[config.mk]
export PLATFORM = sky130hd
export DESIGN_NAME = fxp_mul_fsm
export DESIGN_NICKNAME = d
export VERILOG_FILES = /design/src/rtl/fxp_pkg.sv /design/src/rtl/fxp_mul_resize.sv /design/src/rtl/fxp_mul_fsm.sv
export SDC_FILE = /design/constraint.sdc
export NUM_CORES = 1
export LEC_CHECK = 0
export ABC_AREA = 1
export CORE_UTILIZATION = 40
export CTS_BUF_LIST = sky130_fd_sc_hd__clkbuf_4 sky130_fd_sc_hd__clkbuf_8
export DETAILED_ROUTE_END_ITERATION = 16
export SLEW_MARGIN = 20
export SYNTH_ARGS = -nofsm -noshare
export SYNTH_HDL_FRONTEND = slang
export SYNTH_SLANG_ARGS = --single-unit
[constraint.sdc]
create_clock -name clk -period 3.41 [get_ports clk]
set_input_delay 1.023 -clock clk [delete_from_list [all_inputs] [get_ports clk]]
set_output_delay 1.023 -clock clk [all_outputs]
set_load 0.03 [all_outputs]
[src/rtl/fxp_pkg.sv]
// fxp_pkg
// Shared definitions for the iterative fixed-point postprocess blocks (the
// multiplier and its divider counterpart).
//   fxp_state_t   : IDLE / BUSY / OUTPUT flow shared by both engines
//   fxp_max_int(n): largest value of an n-bit signed word
//   fxp_min_int(n): smallest value of an n-bit signed word
package fxp_pkg;

   typedef enum logic [1:0] {
      IDLE   = 2'b00,
      BUSY   = 2'b01,
      OUTPUT = 2'b10
   } fxp_state_t;

   // Upper saturation bound of an n-bit two's-complement word, 0111..1
   function automatic longint fxp_max_int(input int n);
      return (longint'(1) <<< (n - 1)) - longint'(1);
   endfunction

   // Lower saturation bound of an n-bit two's-complement word, 1000..0
   function automatic longint fxp_min_int(input int n);
      return -(longint'(1) <<< (n - 1));
   endfunction

endpackage

[src/rtl/fxp_mul_resize.sv]
// fxp_mul_resize
// Combinational format converter: signed (WII.WIF) -> signed (WOI.WOF).
// Surplus fraction bits are dropped with an arithmetic shift, which floors
// toward -inf; missing fraction bits are zero-padded. Values outside the
// output range clamp to the nearest bound and raise overflow.
//   prodIn    : signed input word, WII integer bits (incl. sign), WIF fraction bits
//   resultOut : signed output word, WOI integer bits (incl. sign), WOF fraction bits
//   overflow  : 1 when resultOut was clamped
module fxp_mul_resize
   import fxp_pkg::*;
#(
   parameter int WII = 17,
   parameter int WIF = 16,
   parameter int WOI = 8,
   parameter int WOF = 8
) (
   input  logic signed [WII+WIF-1:0] prodIn,
   output logic        [WOI+WOF-1:0] resultOut,
   output logic                      overflow
);

   localparam int WP  = WII + WIF;
   localparam int WO  = WOI + WOF;
   localparam int SHR = (WIF > WOF) ? (WIF - WOF) : 0;
   localparam int SHL = (WOF > WIF) ? (WOF - WIF) : 0;
   // Working width holds the left-aligned input and the output bounds with
   // one bit of headroom so the range compares are never truncated.
   localparam int WX  = (((WP + SHL) > WO) ? (WP + SHL) : WO) + 1;

   localparam logic signed [WX-1:0] MAX_VAL = WX'(fxp_max_int(WO));
   localparam logic signed [WX-1:0] MIN_VAL = WX'(fxp_min_int(WO));

   logic signed [WX-1:0] widened;
   logic signed [WX-1:0] scaled;

   // Align the binary point to WOF fraction bits, then clamp to the output
   // range. The arithmetic right shift is what gives floor rounding for
   // negative values.
   always_comb begin
      widened   = WX'(prodIn);
      scaled    = (widened <<< SHL) >>> SHR;
      resultOut = scaled[WO-1:0];
      overflow  = 1'b0;
      if (scaled > MAX_VAL) begin
         resultOut = {1'b0, {(WO-1){1'b1}}};
         overflow  = 1'b1;
      end else if (scaled < MIN_VAL) begin
         resultOut = {1'b1, {(WO-1){1'b0}}};
         overflow  = 1'b1;
      end
   end

endmodule

[src/rtl/fxp_mul_fsm.sv]
// fxp_mul_fsm
// Sequential signed fixed-point multiplier, radix-2 shift-add, one multiplier
// bit per cycle. Operands are reduced to magnitudes plus a sign on accept,
// the unsigned product is accumulated over WB cycles, and the signed product
// is floored/saturated into the output format as the result loads.
//   clk          : clock, rising edge
//   rst          : synchronous reset, active-high
//   i_vld        : operands valid, taken when i_vld & ready
//   multiplicand : signed a, WIIA.WIFA
//   multiplier   : signed b, WIIB.WIFB
//   out          : registered signed result, WOI.WOF
//   ovf          : result was saturated, valid with o_vld
//   o_vld        : one-cycle result-valid pulse
//   ready        : operands can be accepted (not BUSY)
module fxp_mul_fsm
   import fxp_pkg::*;
#(
   parameter int WIIA = 8,
   parameter int WIFA = 8,
   parameter int WIIB = 8,
   parameter int WIFB = 8,
   parameter int WOI  = 8,
   parameter int WOF  = 8
) (
   input  logic                        clk,
   input  logic                        rst,
   input  logic                        i_vld,
   input  logic signed [WIIA+WIFA-1:0] multiplicand,
   input  logic signed [WIIB+WIFB-1:0] multiplier,
   output logic        [WOI+WOF-1:0]   out,
   output logic                        ovf,
   output logic                        o_vld,
   output logic                        ready
);

   localparam int WA = WIIA + WIFA;
   localparam int WB = WIIB + WIFB;
   localparam int WM = WA + WB;
   localparam int WO = WOI + WOF;
   localparam int CW = $clog2(WB + 1);

   fxp_state_t state;
   fxp_state_t stateNext;

   logic [WA-1:0]        aMagIn;
   logic [WB-1:0]        bMagIn;
   logic [WM-1:0]        aShift;
   logic [WB-1:0]        bShift;
   logic [WM-1:0]        acc;
   logic [WM-1:0]        accNext;
   logic                 prodSign;
   logic [CW-1:0]        cnt;
   logic                 accept;
   logic                 lastBit;
   logic signed [WM:0]   prodSigned;
   logic [WO-1:0]        resized;
   logic                 resizedOvf;

   assign ready   = (state != BUSY);
   assign accept  = i_vld & ready;
   assign lastBit = (state == BUSY) && (cnt == CW'(WB - 1));

   // Operand magnitudes. The most negative input negates to itself, which is
   // still the correct magnitude once read as unsigned.
   always_comb begin
      aMagIn = multiplicand[WA-1] ? -multiplicand : multiplicand;
      bMagIn = multiplier[WB-1]   ? -multiplier   : multiplier;
   end

   // One shift-add step: the multiplicand is pre-shifted in aShift and the
   // multiplier bit under test is always bShift[0]. The signed product is
   // formed from accNext so the final addition and the output load share
   // the same edge.
   always_comb begin
      accNext    = acc + (bShift[0] ? aShift : '0);
      prodSigned = prodSign ? -$signed({1'b0, accNext}) : $signed({1'b0, accNext});
   end

   fxp_mul_resize #(
      .WII(WIIA + WIIB + 1),
      .WIF(WIFA + WIFB),
      .WOI(WOI),
      .WOF(WOF)
   ) uResize (
      .prodIn   (prodSigned),
      .resultOut(resized),
      .overflow (resizedOvf)
   );

   // Next-state logic: an OUTPUT cycle can take new operands directly so a
   // held i_vld gives back-to-back operations with no IDLE gap.
   always_comb begin
      stateNext = state;
      case (state)
         IDLE:    if (i_vld) stateNext = BUSY;
         BUSY:    if (cnt == CW'(WB - 1)) stateNext = OUTPUT;
         OUTPUT:  stateNext = i_vld ? BUSY : IDLE;
         default: stateNext = IDLE;
      endcase
   end

   // State register.
   always_ff @(posedge clk) begin
      if (rst) state <= IDLE;
      else     state <= stateNext;
   end

   // Datapath and result registers. Reset clears the partial product and the
   // visible result, so an aborted operation leaves out=0 and never pulses
   // o_vld. The counter is sized to hold WB, the value it reaches on the
   // final step.
   always_ff @(posedge clk) begin
      if (rst) begin
         aShift   <= '0;
         bShift   <= '0;
         acc      <= '0;
         prodSign <= 1'b0;
         cnt      <= '0;
         out      <= '0;
         ovf      <= 1'b0;
         o_vld    <= 1'b0;
      end else begin
         o_vld <= lastBit;
         if (accept) begin
            aShift   <= {{WB{1'b0}}, aMagIn};
            bShift   <= bMagIn;
            prodSign <= multiplicand[WA-1] ^ multiplier[WB-1];
            acc      <= '0;
            cnt      <= '0;
         end else if (state == BUSY) begin
            acc    <= accNext;
            aShift <= aShift << 1;
            bShift <= bShift >> 1;
            cnt    <= cnt + 1'b1;
         end
         if (lastBit) begin
            out <= resized;
            ovf <= resizedOvf;
         end
      end
   end

endmodule

==> impl_metrics.yaml, run 1 <==
critical_path:
  worstSetupPathType: "reg -> reg"
  cp.required_ns: 3.72
  critPathCaptureType: "register"
  worstSetupStartpointType: "register"
  cp.arrival_ns: 3.86
  crit-reg2reg-launch: "bShift[0]$_SDFFE_PP0P_"
  cp_max_fo: 6
  critPathLaunch: "bShift[0]$_SDFFE_PP0P_"
synthesis:
  synth_common_cells: "nand2_1, inv_1, nor2_1, nand3_1, dfxtp_1"
  ys_seq_elements: 106
  ys_async_sr_fraction: 0
  synth_warnings: 0
  synth.net_count: 1589
  ys.flop_type: "dfxtp_1"
  yosys.cell_types.count: 37
  syn_inst: 1518
  synth_edf_count: 0
  synth.area.top_cells: "dfxtp_1, nand2_1, inv_1"
  netlist_area_um2: 8730
  yosys.area.top_type_share: 0.243
  yosysMostFrequentCell: "nand2_1"
  synth.yosys.seq_area_share: 0.243
  synth_area_per_cell_um2: 5.75
  synth_area_leader_cell: "dfxtp_1"
routing:
  ant_nets: 0
  drt_pass1_iterations: 5
  drtIter0Drc: 482
  drc: 0
  wl_um: 28800
  vias_per_cell: 4.91
  vias: 9936
  avgRoutedWirePerCell_um: 14.2
power:
  leakage_nw: 6.04
  irDropWorstVdd_mv: 0.186
  power_density_nw_per_um2: 269
  totalPowerFinal_mw: 3.24
global_route:
  grt_pass1_vias: 9299
  grt.overflow.total: 0
  grt_max_degree: 102
  antenna_found_initial: 0
  grt_usage: 0.257
  grt_pass1_wl_um: 45000
clock_network:
  cts_buffer_depth: 2
  clk-insertion-delay-late_ns: 0.41
  cts-buffers-inserted: 9
  root_buffer: "clkbuf_8"
  cts_tree: "done"
  postCtsHoldBufs: 0
  h-tree-depth: 3
  clk_pin_slew_worst_paths_ns: 0.11
  cts.sinks: 106
timing:
  setup_violations: 16
  rsz0062_at_grt: "true"
  period_needed_ns: 3.55
  hold_ws_ns: 0.476
  hold_viol: 0
  slew_viol_final: 0
  fmaxAchievable_mhz: 282
  fin_ws_ns: -0.139
  slew_headroom: 0.278
  clock_skew_ns: 0.0227
  fin_tns_setup_ns: -1.61
  post-route-period-util: 1.04
  tightest_slew_ns: 1.08
cells_and_area:
  num_antenna_cells: 0
  instances_no_fill: 2023
  drive_gt1_frac: 0.267
  design_area_um2: 12100
  area_growth_pct: 38.1
  fin_nets: 1815
place:
  hpwl_um: 21700
  numPortBuffers: 53
  dp.cells: 1983
  place_congestion: 0.922
  dpl_cell_area_um2: 10800
floorplanning:
  rows: 53
  die_h_um: 150
  initial_utilization: 0.411
  core-area_um2: 21200
  io_pins: 54
  die-area_um2: 22400
  dieWidth_um: 150
worst_hold_path:
  hold_class: "reg -> reg"
  hold_path.startpoint: "aShift[31]$_SDFFE_PP0P_"
job:
  cap_viol_max_count: 0
run_status:
  violations: "negative setup slack"
  status: "finished with violations"
## repair_timing
| item | CTS | global route |
|---|---|---|
| cloned | 0 | 2 |
| pin swaps | 25 | 32 |
| setup buffers | 9 | 14 |
| gates resized for setup | 94 | 92 |
| setup endpoints to repair | 16 | 18 |
## final cells by class
class | count | area, um^2
clock buffer | 9 | 124
timing repair buffer | 258 | 2130
inverter | 255 | 962
clock inverter | 6 | 62.6
multi-input combinational | 1114 | 6310
sequential | 106 | 2130
fill | 2110 | 9160
tap | 275 | 344
## layer usage
layer	up-vias	wire length, um	track usage
li1	5198	-	-
met1	4510	13200	0.327
met2	172	13600	0.436
met3	56	891	0.0335
met4	0	1060	0.103
met5	-	0	0
## power by group
group          internal, mW  leakage [nW]  switching [mW]
logic                 0.479          5.08           0.622
clock network         0.282        0.0950           0.529
registers              1.29         0.864          0.0449
## sequential cells by signal, summed over array words and instances (netlist names), 2 cells and up
register	count
state	2
acc	32
aShift	32
bShift	16
out	16
cnt	5
## final timing paths
path,cells past startpoint,endpoint,slack (ns)
hold / removal,2,aShift[31]$_SDFFE_PP0P_,0.48
hold reg to reg,2,aShift[31]$_SDFFE_PP0P_,0.48
setup / recovery,26,ovf$_SDFFE_PP0P_,-0.14
setup reg to reg,26,ovf$_SDFFE_PP0P_,-0.14
## logic make-up after synthesis
| logic type | synth area share |
|---|---|
| and+or+nand+nor | 0.439 |
| buffers and inverters | 0.131 |
| AOI/OAI and AO/OA | 0.115 |
| DFF | 0.243 |
| adders and majority gates | 0.0525 |
| xor gates and xnor gates | 0.0201 |
## layout by cell type (no fill, tap or decap), drive strengths merged, types with 7 or more instances in the layout
master         synthesis  layout
buf                    7     203
o211ai                27      27
a21oi                 54      54
a31oi                 29      29
nand4                 12      12
dfxtp                106     106
o21ai                 47      47
nand3                118     118
ha                    35      35
xor2                  15      15
inv                  252     255
clkbuf                36      11
or2                    7       7
nand2                562     562
clkdlybuf4s50          0      53
nor3                  25      25
nor2                 154     154
o21bai                 7       7
## stage by stage
step / utilization / setup slack [ns]
global placement: 0.509 / -0.342
detailed placement: 0.509 / -0.361
floorplan: - / 0.0115
CTS: 0.543 / -0.0267
global route: 0.568 / -0.417
finish: 0.568 / -0.139
## worst max-delay path, cell delays in order (launching register included)
cell and delay (ns):
dfxtp_4 0.44, nand2_2 0.06, inv_2 0.06, ha_4 0.13, fa_2 0.43, or2_4 0.25, nor2_4 0.09, nand3_2 0.09
nor2_2 0.13, nand2_2 0.07, nor2_4 0.16, nand2_4 0.10, nor2_4 0.12, nand2_2 0.08, nor2_4 0.10, buf_4 0.12
nand3_2 0.08, nand2_1 0.07, nand2_1 0.06, nand2_2 0.07, nand3_1 0.06, nand3b_1 0.21, nand2_2 0.12, buf_4 0.12
nand3_2 0.08, nand2_1 0.08, inv_1 0.04
No activity file was read; power rests on OpenSTA's default activity.
==> run 2: changes to the inputs <==
--- a/config.mk
+++ b/config.mk
@@ -6,6 +6,7 @@
 export NUM_CORES = 1
 export LEC_CHECK = 0
 export ABC_AREA = 1
+export CAP_MARGIN = 0
 export CORE_UTILIZATION = 40
 export CTS_BUF_LIST = sky130_fd_sc_hd__clkbuf_4 sky130_fd_sc_hd__clkbuf_8
 export DETAILED_ROUTE_END_ITERATION = 16
==> results of run 2 <==
Same layout as run 1: the final DEF is identical, and so are final timing and power.
==> run 3: changes to the inputs <==
--- a/config.mk
+++ b/config.mk
@@ -9,6 +9,7 @@
 export CAP_MARGIN = 0
 export CORE_UTILIZATION = 40
 export CTS_BUF_LIST = sky130_fd_sc_hd__clkbuf_4 sky130_fd_sc_hd__clkbuf_8
+export CTS_CLUSTER_DIAMETER = 40
 export DETAILED_ROUTE_END_ITERATION = 16
 export SLEW_MARGIN = 20
 export SYNTH_ARGS = -nofsm -noshare
==> results of run 3 <==
Same layout as run 1: the final DEF is identical, and so are final timing and power.
